[src/rtl/fifo_sched_pkg.sv]
// Shared types for the per-port RX FIFO round-robin scheduler.
package fifo_sched_pkg;
  localparam int NQ_DEF     = 4;
  localparam int DWIDTH_DEF = 9;
  localparam int LAST_BIT   = DWIDTH_DEF - 1;

  typedef logic [$clog2(NQ_DEF)-1:0] qid_t;
  typedef logic [DWIDTH_DEF-1:0]     word_t;

  typedef enum logic {
    IDLE = 1'b0,
    XFER = 1'b1
  } sched_state_t;
endpackage

[src/rtl/fifo_rr_sched_if.sv]
// Queue-side and stream-side signals of the scheduler; master is the scheduler.
interface fifo_rr_sched_if #(
  parameter int NQ     = 4,
  parameter int DWIDTH = 9
);
  localparam int QW = $clog2(NQ);

  logic [NQ-1:0]             q_empty;
  logic [NQ-1:0][DWIDTH-1:0] q_dout_comb;
  logic [NQ-1:0]             q_re;
  logic [NQ-1:0]             q_en;
  logic [DWIDTH-2:0]         out_data;
  logic                      out_last;
  logic [QW-1:0]             out_qid;
  logic                      out_valid;
  logic                      out_ready;
  logic                      trunc_err;
  logic                      stall_err;
  logic                      busy;

  modport master (
    input  q_empty, q_dout_comb, q_en, out_ready,
    output q_re, out_data, out_last, out_qid, out_valid, trunc_err, stall_err, busy
  );

  modport slave (
    output q_empty, q_dout_comb, q_en, out_ready,
    input  q_re, out_data, out_last, out_qid, out_valid, trunc_err, stall_err, busy
  );
endinterface

[src/rtl/fifo_rr_sched_arb.sv]
// Combinational rotating-priority picker: first requester strictly after last_gnt.
module rr_arbiter #(
  parameter int N = 4,
  localparam int IW = $clog2(N)
) (
  input  logic [N-1:0]  req,
  input  logic [IW-1:0] last_gnt,
  output logic [IW-1:0] gnt_idx,
  output logic          gnt_vld
);
  // Walk from farthest to nearest so the nearest requester wins the last write.
  always_comb begin
    gnt_idx = last_gnt;
    gnt_vld = 1'b0;
    for (int k = N; k >= 1; k--) begin
      if (req[IW'((int'(last_gnt) + k) % N)]) begin
        gnt_idx = IW'((int'(last_gnt) + k) % N);
        gnt_vld = 1'b1;
      end
    end
  end
endmodule

[src/rtl/fifo_rr_sched.sv]
// Packet-granular round-robin drain of NQ look-ahead FIFOs into one valid/ready stream,
// with forced truncation at MAXLEN words and abort on a stalled queue.
module fifo_rr_sched
  import fifo_sched_pkg::*;
#(
  parameter int NQ        = 4,
  parameter int DWIDTH    = 9,
  parameter int MAXLEN    = 1536,
  parameter int STALL_MAX = 255
) (
  input  logic            clk,
  input  logic            arst,
  fifo_rr_sched_if.master bus
);
  localparam int QW = $clog2(NQ);
  localparam int WW = $clog2(MAXLEN + 1);
  localparam int SW = $clog2(STALL_MAX + 1);
  localparam logic [WW-1:0] WCNT_TRUNC = WW'(MAXLEN - 1);
  localparam logic [SW-1:0] SCNT_MAX   = SW'(STALL_MAX);

  sched_state_t  state_q, state_d;
  logic [QW-1:0] sel_q, sel_d;
  logic [QW-1:0] last_gnt_q, last_gnt_d;
  logic [WW-1:0] wcnt_q, wcnt_d;
  logic [SW-1:0] scnt_q, scnt_d;

  logic [NQ-1:0]     elig;
  logic [QW-1:0]     gnt_idx;
  logic              gnt_vld;
  logic [DWIDTH-1:0] cur_word;
  logic              cur_empty, in_xfer, valid, xfer, forced, last, stall;

  assign elig = bus.q_en & ~bus.q_empty;

  rr_arbiter #(.N(NQ)) u_arb (
    .req      (elig),
    .last_gnt (last_gnt_q),
    .gnt_idx  (gnt_idx),
    .gnt_vld  (gnt_vld)
  );

  // Everything feeding q_re comes from registered state, FIFO empty and out_ready only.
  assign cur_word  = bus.q_dout_comb[sel_q];
  assign cur_empty = bus.q_empty[sel_q];
  assign in_xfer   = (state_q == XFER);
  assign valid     = in_xfer & ~cur_empty;
  assign xfer      = valid & bus.out_ready;
  assign forced    = (wcnt_q == WCNT_TRUNC);
  assign last      = cur_word[DWIDTH-1] | forced;
  assign stall     = in_xfer & cur_empty & (scnt_q == SCNT_MAX);

  assign bus.q_re      = xfer ? ({{(NQ-1){1'b0}}, 1'b1} << sel_q) : '0;
  assign bus.out_data  = cur_word[DWIDTH-2:0];
  assign bus.out_last  = last;
  assign bus.out_qid   = sel_q;
  assign bus.out_valid = valid;
  assign bus.trunc_err = xfer & forced & ~cur_word[DWIDTH-1];
  assign bus.stall_err = stall;
  assign bus.busy      = in_xfer;

  always_comb begin
    state_d    = state_q;
    sel_d      = sel_q;
    last_gnt_d = last_gnt_q;
    wcnt_d     = wcnt_q;
    scnt_d     = scnt_q;
    unique case (state_q)
      IDLE: begin
        if (gnt_vld) begin
          sel_d      = gnt_idx;
          last_gnt_d = gnt_idx;
          wcnt_d     = '0;
          scnt_d     = '0;
          state_d    = XFER;
        end
      end
      XFER: begin
        if (xfer) begin
          wcnt_d = wcnt_q + 1'b1;
          scnt_d = '0;
          if (last) state_d = IDLE;
        end else if (stall) begin
          state_d = IDLE;
        end else if (cur_empty) begin
          scnt_d = scnt_q + 1'b1;
        end
      end
      default: state_d = IDLE;
    endcase
  end

  always_ff @(posedge clk or posedge arst) begin
    if (arst) begin
      state_q    <= IDLE;
      sel_q      <= '0;
      last_gnt_q <= QW'(NQ - 1);
      wcnt_q     <= '0;
      scnt_q     <= '0;
    end else begin
      state_q    <= state_d;
      sel_q      <= sel_d;
      last_gnt_q <= last_gnt_d;
      wcnt_q     <= wcnt_d;
      scnt_q     <= scnt_d;
    end
  end

  a_q_re_onehot: assert property (@(posedge clk) disable iff (arst) $onehot0(bus.q_re));
endmodule
[src/flat_wrapper.sv]
// flat-port wrapper written by rule: the top's interface ports become plain ports
module fifo_rr_sched_flat import fifo_sched_pkg::*;
#(
  parameter int NQ        = 4,
  parameter int DWIDTH    = 9,
  parameter int MAXLEN    = 1536,
  parameter int STALL_MAX = 255
)
  (clk, arst, bus_q_empty, bus_q_dout_comb, bus_q_en, bus_out_ready, bus_q_re, bus_out_data, bus_out_last, bus_out_qid, bus_out_valid, bus_trunc_err, bus_stall_err, bus_busy);
  fifo_rr_sched_if #(.NQ(NQ), .DWIDTH(DWIDTH)) bus_i ();
  input  logic clk;
  input  logic arst;
  input wire logic [$bits(bus_i.q_empty)-1:0] bus_q_empty;
  input wire logic [$bits(bus_i.q_dout_comb)-1:0] bus_q_dout_comb;
  input wire logic [$bits(bus_i.q_en)-1:0] bus_q_en;
  input wire logic [$bits(bus_i.out_ready)-1:0] bus_out_ready;
  output wire logic [$bits(bus_i.q_re)-1:0] bus_q_re;
  output wire logic [$bits(bus_i.out_data)-1:0] bus_out_data;
  output wire logic [$bits(bus_i.out_last)-1:0] bus_out_last;
  output wire logic [$bits(bus_i.out_qid)-1:0] bus_out_qid;
  output wire logic [$bits(bus_i.out_valid)-1:0] bus_out_valid;
  output wire logic [$bits(bus_i.trunc_err)-1:0] bus_trunc_err;
  output wire logic [$bits(bus_i.stall_err)-1:0] bus_stall_err;
  output wire logic [$bits(bus_i.busy)-1:0] bus_busy;
  assign bus_i.q_empty = bus_q_empty;
  assign bus_i.q_dout_comb = bus_q_dout_comb;
  assign bus_i.q_en = bus_q_en;
  assign bus_i.out_ready = bus_out_ready;
  assign bus_q_re = bus_i.q_re;
  assign bus_out_data = bus_i.out_data;
  assign bus_out_last = bus_i.out_last;
  assign bus_out_qid = bus_i.out_qid;
  assign bus_out_valid = bus_i.out_valid;
  assign bus_trunc_err = bus_i.trunc_err;
  assign bus_stall_err = bus_i.stall_err;
  assign bus_busy = bus_i.busy;
  fifo_rr_sched #(.NQ(NQ), .DWIDTH(DWIDTH), .MAXLEN(MAXLEN), .STALL_MAX(STALL_MAX)) u_core (.clk(clk), .arst(arst), .bus(bus_i));
endmodule
[config.mk]
export PLATFORM = sky130hd
export DESIGN_NAME = fifo_rr_sched_flat
export DESIGN_NICKNAME = d
export VERILOG_FILES = /design/src/rtl/fifo_sched_pkg.sv /design/src/rtl/fifo_rr_sched_if.sv /design/src/rtl/fifo_rr_sched_arb.sv /design/src/rtl/fifo_rr_sched.sv /design/src/flat_wrapper.sv
export SDC_FILE = /design/constraint.sdc
export NUM_CORES = 1
export LEC_CHECK = 0
export ABC_CLOCK_PERIOD_IN_PS = 2300
export BUFFER_PORTS_ARGS = -buffer_cell sky130_fd_sc_hd__buf_4
export CAP_MARGIN = 30
export CORE_AREA = 2 2 55 83
export DETAILED_ROUTE_END_ITERATION = 8
export DIE_AREA = 0 0 57 85
export GPL_ROUTABILITY_DRIVEN = 0
export HOLD_SLACK_MARGIN = 0.02
export PLACE_DENSITY = 0.77
export REMOVE_ABC_BUFFERS = 1
export SYNTH_ARGS = -nofsm -noshare
export SYNTH_HDL_FRONTEND = slang
export SYNTH_SLANG_ARGS = --single-unit
export TNS_END_PERCENT = 5
[constraint.sdc]
create_clock -name clk -period 2.3 [get_ports clk]
set_clock_uncertainty 0.1 [all_clocks]
set_input_delay 0.46 -clock clk [delete_from_list [all_inputs] [get_ports clk]]
set_output_delay 0.46 -clock clk [all_outputs]
set_load 0.01 [all_outputs]
# Word-level counts from Yosys, hierarchy flattened
# Cells that the tools add are included.
[classes]
magnitude_cmp = 5
n_bitwise = 12
n_shift = 1
addsub = 6
muxes = 38
n_reduce_logical = 3
eq_ne = 6
[ops]
columns = ["cell", "count"]
rows = [
  ["8-bit two-way mux", 4],
  ["11-bit two-way mux", 2],
  ["11-bit case mux with 2 select lines", 1],
  ["9-bit binary-select mux with 2-bit select", 1],
  ["1-bit two-way mux", 17],
  ["2-bit by 4-bit < comparator with 1-bit output, second input constant", 4],
  ["8-bit case mux with 2 select lines", 1],
  ["11-bit by 1-bit adder with 11-bit output, second input constant", 1],
  ["11-bit == test, second input constant", 1],
  ["1-bit binary-select mux with 2-bit select", 5],
  ["9-bit two-way mux", 1],
  ["8-bit by 1-bit adder with 8-bit output, second input constant", 1],
  ["8-bit == test, second input constant", 1],
  ["2-bit two-way mux", 4],
  ["1-bit bitwise AND", 6],
  ["3-bit inequality test, second input constant", 2],
  ["2-bit by 1-bit adder with 2-bit output, second input constant", 2],
  ["2-bit adder, second input constant", 2],
  ["4-bit bitwise AND", 1],
  ["4-bit two-way mux", 1],
  ["4-bit NOT", 1],
  ["2-bit AND reduction", 2],
  ["1-bit by 2-bit left shift with 4-bit output, first input constant", 1],
  ["2-bit by 3-bit < comparator with 1-bit output, second input constant", 1],
  ["6 further kinds", 8],
]
[totals]
inputBits = 47
wordCells = 76
register_bits = 24
output_inout_bits = 19

# Longest topological paths before layout
# Gate-level depths: netlist of the first run.
[logic_depth]
ltp_word = 11
mapped_depth = 6
ltp_nobuf = 5

# Hierarchy
# From an unflattened synthesis of the first run, not the netlist that was laid out.
[unflattened]
cells_unflattened = 187
area_unflattened_um2 = 1695.4
[by_module_without_submodules]
columns = ["module", "cells_per_inst", "seq_area_each_um2", "n_inst", "area_each_um2"]
rows = [
  ["fifo_rr_sched", 173, 603.1, 1, 1612.8],
  ["rr_arbiter", 14, 0.0, 1, 82.6],
]

# Worst setup path before layout of the first run
# No wires, ideal clock.
[synth_path]
kind = "register to output"
start = "reg u_core.sel_q[0] (netlist: u_core.bus.out_qid[0])"
end = "out bus_trunc_err"
stages_incl_launch_ff = 5
path_slack_ns = -0.246
n_path_buf = 1
t_arrival_ns = 1.986
required_time_ns = 1.740
path_cell_list = "dfrtp_1 buf_6 mux4_2 or3_4 nor4b_1"
[synth_between]
elab_chain_len = 7
elab_cells_between_ends = 10
classes_between = "mux (4); bitwise (6)"
[synth_lines]
columns = ["element", "line", "text"]
rows = [
  ["start: declaration", "fifo_rr_sched.sv:22", "logic [QW-1:0] sel_q, sel_d;"],
  ["start signal: assignment", "fifo_rr_sched.sv:101", "sel_q <= sel_d;"],
  ["1-bit binary-select mux with 2-bit select", "fifo_rr_sched.sv:44", "assign cur_empty = bus.q_empty[sel_q];"],
  ["1-bit two-way mux (not written as such)", "fifo_rr_sched.sv:44", ""],
  ["1-bit NOT", "fifo_rr_sched.sv:46", "assign valid = in_xfer & ~cur_empty;"],
  ["1-bit bitwise AND", "fifo_rr_sched.sv:46", ""],
  ["1-bit bitwise AND", "fifo_rr_sched.sv:47", "assign xfer = valid & bus.out_ready;"],
  ["1-bit bitwise AND", "fifo_rr_sched.sv:57", "assign bus.trunc_err = xfer & forced & ~cur_word[DWIDTH-1];"],
  ["1-bit bitwise AND *", "fifo_rr_sched.sv:57", ""],
  ["end: declaration", "flat_wrapper.sv:22", "output wire logic [$bits(bus_i.trunc_err)-1:0] bus_trunc_err;"],
]
# Every way passes the cells marked *; elsewhere a longest branch is shown, timed or not. The select of a mux whose other input is x is not followed.

# Worst setup path after layout of the first run
# Same ends and word-level chain as after synthesis.

==> results.toml, run 1 <==
[die]
die-area_um2 = 4850
rows = 29
io_pins = 66
die_x_um = 57
core_um2 = 4140
start_util_pct = 42.1
die_height_um = 85

[pwr]
power_density_nw_per_um2 = 876
clkPwrFrac_pct = 12.9
p_comb_share_pct = 58.5
sequentialPowerShare_pct = 28.6
switching_share_pct = 38.2
vdd_drop_max_mv = 0.668
p_leak_nw = 1.13
internal_power_w = 0.00135
switching_power_w = 0.000833

[setup_path]
path_class = "register to output port"
worst_setup_path_end_kind = "output port"
worst-endpoint-arrival_ns = 1.93
crit_start = "u_core.bus.out_qid[0]"
rr_startpoint = "u_core.bus.out_qid[0]"
critical_path.max_stage_delay_ns = 0.55
critical_path.top_delay_family = "simple AND/OR/NAND/NOR gates"
crit_path_top_delay_cell = "mux4_2"
worstPathCellList = "mux4_2 -> or3_4 -> nor4b_2 -> buf_4"
path_max_fanout = 2
required_ns = 1.74
start_kind = "register"
crit_buf_inv = 1

[synthesis]
yosysMostFrequentCell = "dfrtp_1"
ys_top_cells_by_count = "dfrtp_1 (22), nand3_1 (13), nand2_1 (11)"
synth_top_family_by_area = "simple AND/OR/NAND/NOR gates"
avgSynthCellArea_um2 = 9.89
synth-xor-area-share_pct = 3.52
synth_cell_types = 49
synth_seq_cells = 24
yosysTopAreaCell = "dfrtp_1"
synth_edf_count = 0
ys_seq_area_share_pct = 34.7
synth_area_um2 = 1740
syn_inst = 176
synth-simple-area-share_pct = 24.9
synth_async_sr_flop_share_pct = 100
synth_top_area_share_pct = 31.6
yosysWarnings = 0
ys.flop_type = "dfrtp_1"
synth_compound_area_share_pct = 15.2
synthMuxAreaShare_pct = 15.3
synth_area_leaders = "dfrtp_1 (32%), mux4_2 (13%), nand3_1 (3.7%)"
synthAdderAreaFrac_pct = 1.44

[cts]
root_buffer = "clkbuf_8"
clockBufferDepth = 2
cts_tree = "built"
clock_sinks = 24
insertion_delay_ns = 0.26
clkTransAtPathRegs_ns = 0.08
cts_max_level = 1
cts_made_buffers = 3

[drt]
post-route-drc-count = 0
vias = 1798
wire_per_inst_um = 16.4
ant_nets = 0
first_pass_iters = 4
routed_wl_mm = 5.01
viasPerCell = 5.90
drt_iter0_markers = 64

[run_status]
failed_checks = "setup timing"
run_status = "finished with violations"

[timing]
hold_viol_final = 0
max_slew_margin_pct = 68.4
fin_ws_ns = -0.194
rsz0062_at_grt = "yes"
slew_viol_final = 0
setup_tns_ns = -0.373
setup_viol = 3
worst_pin_slew_ns = 0.461
max_freq_mhz = 401
layout_worst_path_cycle_share_pct = 108
period_needed_ns = 2.49

[global_routing]
grt-ovfl-total = 0
grt_pass1_wl_mm = 8.14
first_global_vias = 1806
grt_max_degree = 25
antenna_found_initial = 0
grt_usage_pct = 21.1

[placed_design]
dpl_cell_area_um2 = 2410
numPortBuffers = 65
dp_hpwl_mm = 3.91
dp_cells = 301

[final_layout]
drive_gt1_share_pct = 44.0
layout.nets = 309
antenna_cells = 0
stdcell_area_um2 = 2490
fin_cells = 305
fillers = 393
area_growth_pct = 43.1

[run]
drv_cap = 0

[hold_path]
hold_path.class = "input port to asynchronous set/reset pin"
[registers in the layout (all words and copies together), names as in the netlist]
signal	cells
u_core.bus.out_qid	2
u_core.scnt_q	8
u_core.last_gnt_q	2
u_core.wcnt_q	11
u_core.bus.busy	1
[worst paths after layout]
kind	end	slack, ns	depth (start not counted)
setup / recovery	bus_trunc_err	-0.19	4
hold reg to reg	u_core.wcnt_q[7]	0.39	1
min in group clk	u_core.wcnt_q[7]	0.39	1
max in group asynchronous	u_core.last_gnt_q[1]	1.67	3
hold / removal	u_core.wcnt_q[3]	0.14	3
setup reg to reg	u_core.scnt_q[7]	0.02	6
[power groups by stage]
| stage | Clock [W] | Combinational [W] | Sequential (W) |
|---|---|---|---|
| finish | 0.000282 | 0.00128 | 0.000623 |
| floorplan | 0 | 0.000650 | 0.000684 |
| global route | 0.000311 | 0.00139 | 0.000636 |
| global placement | 0 | 0.00124 | 0.000621 |
| detailed placement | 0 | 0.00126 | 0.000625 |
| CTS | 0.000293 | 0.00127 | 0.000617 |
[per-stage QoR]
step	worst slack (ns)	util, %	total power, W	hold WS (ns)
after floorplan	-0.655	-	0.00133	0.350
after global placement	-0.180	58.3	0.00186	0.374
after detailed placement	-0.210	58.4	0.00188	0.377
after CTS	-0.197	59.9	0.00218	0.145
after global routing	-0.256	60.2	0.00234	0.182
final	-0.194	60.2	0.00218	0.137
[final cells by class]
cell class                      instances  area, µm²  area share [%]
Multi-Input combinational cell        132       1070            42.9
Timing Repair Buffer                   89        669            26.9
Sequential cell                        24        603            24.2
Tap cell                               46       57.6            2.31
Clock buffer                            4       55.1            2.21
Inverter                               10       37.5            1.51
[layer usage]
metal | GRT usage (%) | share of wire (%) | up-vias
met1 | 22.0 | 34 | 862
li1 | - | - | 848
met2 | 40.3 | 54 | 82
met3 | 4.27 | 9.6 | 6
met4 | 7.40 | 1.8 | 0
met5 | 0 | 0 | -
[logic make-up (layout without fill, tap and decap cells)]
kind of cell             Yosys count  after routing
flip-flops                        24             24
AO/OA/AOI/OAI                     34             34
AND/OR/NAND/NOR                   75             75
adder cells (fa/ha/maj)            2              2
multiplexers                      14             14
XOR/XNOR                           7              7
buffers and inverters             20            103
[cells in the final DEF, fill, tap and decap left out, drive strengths merged, types with 3 or more instances in the layout]
cell     instances
buf             89
nand2b           4
nand2           11
nor2b            5
inv             10
and3             3
dfrtp           22
mux4            10
o22ai            4
a21oi            4
xnor2            6
mux2i            3
nand3           13
a2111oi          5
nor2            10
o21ai            4
or3              5
and4             3
nor3             5
clkbuf           4
nor4b            4
nor4             3
[repair_timing]
action | 4_1_cts | 5_1_grt
resized for setup | 1 | 6
hold endpoints to repair | 0 | 0
hold buffers | 0 | 0
setup buffers | 0 | 0
setup endpoints to repair | 3 | 9
pin swaps | 2 | 1
[worst min-delay path, cell delays in order]
cell	delay, ns
buf_4	0.11
inv_1	0.04
buf_4	0.30
(Power assumes the default switching activity.)
==> inputs of run 2 (changes only) <==
CAP_MARGIN = not set   (was 30)
CORE_AREA = 2 2 61 74   (was 2 2 55 83)
DIE_AREA = 0 0 63 76   (was 0 0 57 85)
PLACE_DENSITY = 0.78   (was 0.77)
==> run 2 against run 1 <==
  * Sequential share of layout area shrank 0.37 points
  * Power increased by 0.54%
  * Utilization is 1.0 points higher
  * Largest cell class unchanged
  * Routed wire length hardly changed
  * Clock power shrank 8.2%
  * The flow still finishes with violations (setup timing)
  * Maximum frequency down 0.91%
  * Die area is 1.2% lower
  * Flip-flop and latch count did not move
  * Register-to-register slack about the same
  * Sequential power down 2%
  * Final cell count up 3.9%
  * Critical endpoint unchanged
==> results.toml, run 2 (synthesis gave the netlist of run 1 again) <==
[global_routing]
first_global_vias = 1755
grt_usage_pct = 20.8
grt_pass1_wl_mm = 8.18
grt_max_degree = 25
grt-ovfl-total = 0
antenna_found_initial = 0

[timing]
whs_ns = 0.137
slew_viol_final = 0
max_slew_margin_pct = 10.3
rsz0062_at_grt = "yes"
hold_viol_final = 0
fin_ws_ns = -0.217
period_needed_ns = 2.52
setup_viol = 3
worst_pin_slew_ns = 1.33
layout_worst_path_cycle_share_pct = 109
max_freq_mhz = 397

[drt]
post-route-drc-count = 0
first_pass_iters = 4
ant_nets = 0
viasPerCell = 5.75
dr_wl_met3_um = 463
top_layer = "met4"
drt-met1-wl_mm = 1.92
wire_per_inst_um = 15.8
route.met2.wl_mm = 2.51
drt_iter0_markers = 100
routed_wl_mm = 5.01
vias = 1824

[setup_path]
rr_worst_depth = 6
path_max_fanout = 2
required_ns = 1.74
worst_setup_path_end_kind = "output port"
worst-endpoint-arrival_ns = 1.96
path_class = "register to output port"
start_kind = "register"

[cts]
clock_sinks = 24
insertion_delay_ns = 0.27
root_buffer = "clkbuf_8"
cts_made_buffers = 3
clockBufferDepth = 2
cts_tree = "built"
cts_max_level = 1
postCtsHoldBufs = 0
clkTransAtPathRegs_ns = 0.09

[pwr]
p_comb_share_pct = 60.3
power_density_nw_per_um2 = 867
clkPwrFrac_pct = 11.8
switching_power_w = 0.000856
switching_share_pct = 39.0
p_leak_nw = 1.14
vdd_drop_max_mv = 0.379
sequentialPowerShare_pct = 27.9
internal_power_w = 0.00134

[final_layout]
antenna_cells = 0
mostFrequentLayoutCells = "buf_4 (90), dfrtp_1 (22), nand3_1 (13), nand2_1 (11)"
area_growth_pct = 45.3
regArea_um2 = 603
final_common_cell = "buf_4"
top_regs = "u_core.wcnt_q x11, u_core.scnt_q x8"
multi_input_area_um2 = 1090
largest_reg_flops = 11
largest-register = "u_core.wcnt_q"
layout.nets = 311
drive_gt1_share_pct = 45.2
fillers = 345
fin_cells = 317

[die]
die_height_um = 76
die_x_um = 63
io_pins = 66
start_util_pct = 42.1
core_um2 = 4130
die-area_um2 = 4790
rows = 26

[run_status]
failed_checks = "setup timing"
run_status = "finished with violations"

[placed_design]
post-place-ws_ns = -0.227
dp_hpwl_mm = 3.79
dp_cells = 312
numPortBuffers = 65

[run]
drv_cap = 0

[hold_path]
hold_path.class = "input port to asynchronous set/reset pin"
-- run 2: power by group through the flow --
stage | Combinational [W] | Clock, W | Sequential [W]
finish | 0.00132 | 0.000259 | 0.000612
global route | 0.00143 | 0.000284 | 0.000622
CTS | 0.00129 | 0.000268 | 0.000609
floorplan | 0.000650 | 0 | 0.000684
global placement | 0.00127 | 0 | 0.000612
detailed placement | 0.00128 | 0 | 0.000616
-- run 2: path summary, 6_finish.rpt --
| check | start | end | slack (ns) |
|---|---|---|---|
| worst min-delay path | arst | u_core.scnt_q[3] | 0.14 |
| worst max register to register | u_core.bus.out_qid[0] | u_core.scnt_q[7] | 0.03 |
| max in group asynchronous | arst | u_core.last_gnt_q[1] | 1.66 |
| worst min register to register | u_core.wcnt_q[7] | u_core.wcnt_q[7] | 0.42 |
| min in group clk | u_core.wcnt_q[7] | u_core.wcnt_q[7] | 0.42 |
| worst max-delay path | u_core.bus.out_qid[0] | bus_trunc_err | -0.22 |
-- run 2: layer usage --
| layer | GRT usage (%) | vias up |
|---|---|---|
| met5 | 0 | - |
| met4 | 8.00 | 0 |
| met3 | 5.02 | 12 |
| met2 | 36.3 | 85 |
| met1 | 24.4 | 871 |
| li1 | - | 856 |
-- run 2: repair_timing --
item / in CTS / in global routing
setup endpoints to repair: 3 / 9
resized for setup: 1 / 9
setup buffers: 1 / 0
pin swaps: 2 / 1
-- run 2: area by class of cell --
type                            count  area share, %
Tap cell                           56           2.77
Sequential cell                    24           23.8
Inverter                           10           1.48
Timing Repair Buffer               91           27.2
Multi-Input combinational cell    132           42.9
Clock buffer                        4           1.78
-- run 2: worst max-delay path, stage by stage, from the launching register on --
cell     delay [ns]
dfrtp_1        0.39
mux4_2         0.56
or3_4          0.38
nor4b_4        0.21
buf_4          0.15
-- run 2: through the flow --
step	setup TNS (ns)	utilization, %	area [µm²]	power (W)
floorplan	-3.30	-	1690	0.00133
global placement	-0.598	59.0	2440	0.00188
detailed placement	-0.795	59.0	2440	0.00190
CTS	-0.540	60.4	2500	0.00217
global route	-1.64	61.2	2530	0.00234
finish	-0.514	61.2	2530	0.00219
==> inputs of run 3 (changes only) <==
CAP_MARGIN = 25   (was not set)
SKIP_CTS_REPAIR_TIMING = 1   (was not set)
==> run 3 against run 2 <==
  * The flow still finishes with violations (setup timing)
  * Clock-buffer cell count stayed put
  * Via count is 1.0% higher
  * Global-route usage shrank 0.19 points
  * Largest power group unchanged
  * Highest routed layer unchanged
  * Critical endpoint unchanged
  * Clock power barely moved
  * Largest cell class unchanged
  * Cell area is the same
==> results.toml, run 3 (synthesis gave the netlist of run 1 again) <==
[timing]
fin_ws_ns = -0.246
period_needed_ns = 2.55
hold_viol_final = 0
max_freq_mhz = 393
worst_pin_slew_ns = 1.34
max_slew_margin_pct = 9.70
whs_ns = 0.135
setup_viol = 3
rsz0062_at_grt = "yes"
slew_viol_final = 0
layout_worst_path_cycle_share_pct = 111

[setup_path]
worst_setup_path_end_kind = "output port"
rr_startpoint = "u_core.bus.out_qid[0]"
r2r-end = "u_core.scnt_q[7]"
start_kind = "register"
required_ns = 1.74
path_class = "register to output port"
critical_path.endpoint = "bus_trunc_err"
r2r_slack_ns = 0.02
worst-endpoint-arrival_ns = 1.99
rr_worst_depth = 6
path_max_fanout = 3
crit_start = "u_core.bus.out_qid[0]"

[drt]
viasPerCell = 5.81
wire_per_inst_um = 15.8
ant_nets = 0
routed_wl_mm = 5.01
first_pass_iters = 4
drt_iter0_markers = 81
vias = 1843
post-route-drc-count = 0

[final_layout]
final_common_cell = "buf_4"
top_regs = "u_core.wcnt_q x11, u_core.scnt_q x8"
layout.nets = 311
stdcell_area_um2 = 2530
drive_gt1_share_pct = 45.2
antenna_cells = 0
area_growth_pct = 45.3
largest_reg_flops = 11
fillers = 345
largest-register = "u_core.wcnt_q"
mostFrequentLayoutCells = "buf_4 (90), dfrtp_1 (22), nand3_1 (13), nand2_1 (11)"

[run_status]
failed_checks = "setup timing"
run_status = "finished with violations"

[run]
drv_cap = 0

[placed_design]
numPortBuffers = 65
dp_hpwl_mm = 3.79
post-place-ws_ns = -0.227
dpl_cell_area_um2 = 2440

[global_routing]
grt-ovfl-total = 0
grt_usage_pct = 20.6
antenna_found_initial = 0
grt_pass1_wl_mm = 8.09
grt_max_degree = 25
first_global_vias = 1748

[die]
die-area_um2 = 4790
rows = 26
core_um2 = 4130
die_x_um = 63
io_pins = 66
die_height_um = 76
start_util_pct = 42.1

[cts]
clkTransAtPathRegs_ns = 0.09
cts_made_buffers = 3
insertion_delay_ns = 0.27
cts_tree = "built"
clockBufferDepth = 2
clock_sinks = 24
cts_max_level = 1
root_buffer = "clkbuf_8"

[pwr]
power_w = 0.00219
p_leak_nw = 1.14
power_density_nw_per_um2 = 867
vdd_drop_max_mv = 0.382

[hold_path]
hold_path.class = "input port to asynchronous set/reset pin"
## run 3: cell counts in the layout (fill, tap and decap cells not counted)
Identical to the previous run, type by type.
## run 3: layout make-up
class | instances | area [µm²] | share of cell area [%]
Multi-Input combinational cell | 132 | 1090 | 42.9
Inverter | 10 | 37.5 | 1.48
Sequential cell | 24 | 603 | 23.8
Tap cell | 56 | 70.1 | 2.77
Timing Repair Buffer | 91 | 687 | 27.2
Clock buffer | 4 | 45.0 | 1.78
## run 3: worst max-delay path: stages (launching register included)
cell and delay (ns):
dfrtp_1 0.39, mux4_2 0.56, or3_4 0.39, nor4b_4 0.22, buf_4 0.16
## run 3: power breakdown
| part | internal [W] | total [W] | switching [W] |
|---|---|---|---|
| Sequential | 0.000522 | 0.000612 | 0.0000902 |
| Clock | 0.000124 | 0.000260 | 0.000136 |
| Combinational | 0.000691 | 0.00132 | 0.000629 |
| Total | 0.00134 | 0.00219 | 0.000855 |
## run 3: worst min path at each step
stage / start / endpoint / slack, ns / cells past startpoint
after floorplan: u_core.wcnt_q[7] / u_core.wcnt_q[7] / 0.35 / 1
after global routing: arst / u_core.wcnt_q[0] / 0.15 / 3
after CTS: arst / u_core.wcnt_q[0] / 0.14 / 3
after global placement: u_core.wcnt_q[7] / u_core.wcnt_q[7] / 0.37 / 1
after detailed placement: u_core.wcnt_q[9] / u_core.wcnt_q[9] / 0.40 / 1
final: arst / u_core.wcnt_q[2] / 0.14 / 3
## run 3: metal layers
layer  vias to the layer above  GRT usage, %  share of wire [%]
met5                         -             0                  0
met4                         0          8.00                2.6
met3                        14          5.02                9.8
met2                       101          35.9                 49
met1                       871          24.3                 38
li1                        857             -                  -
## run 3: stage by stage
stage / utilization, % / std cells / TNS [ns]
finish: 61.2 / 317 / -0.557
global route: 61.2 / 317 / -1.64
CTS: 60.1 / 316 / -0.687
detailed placement: 59.0 / 312 / -0.795
global placement: 59.0 / 312 / -0.598
floorplan: - / 166 / -3.30
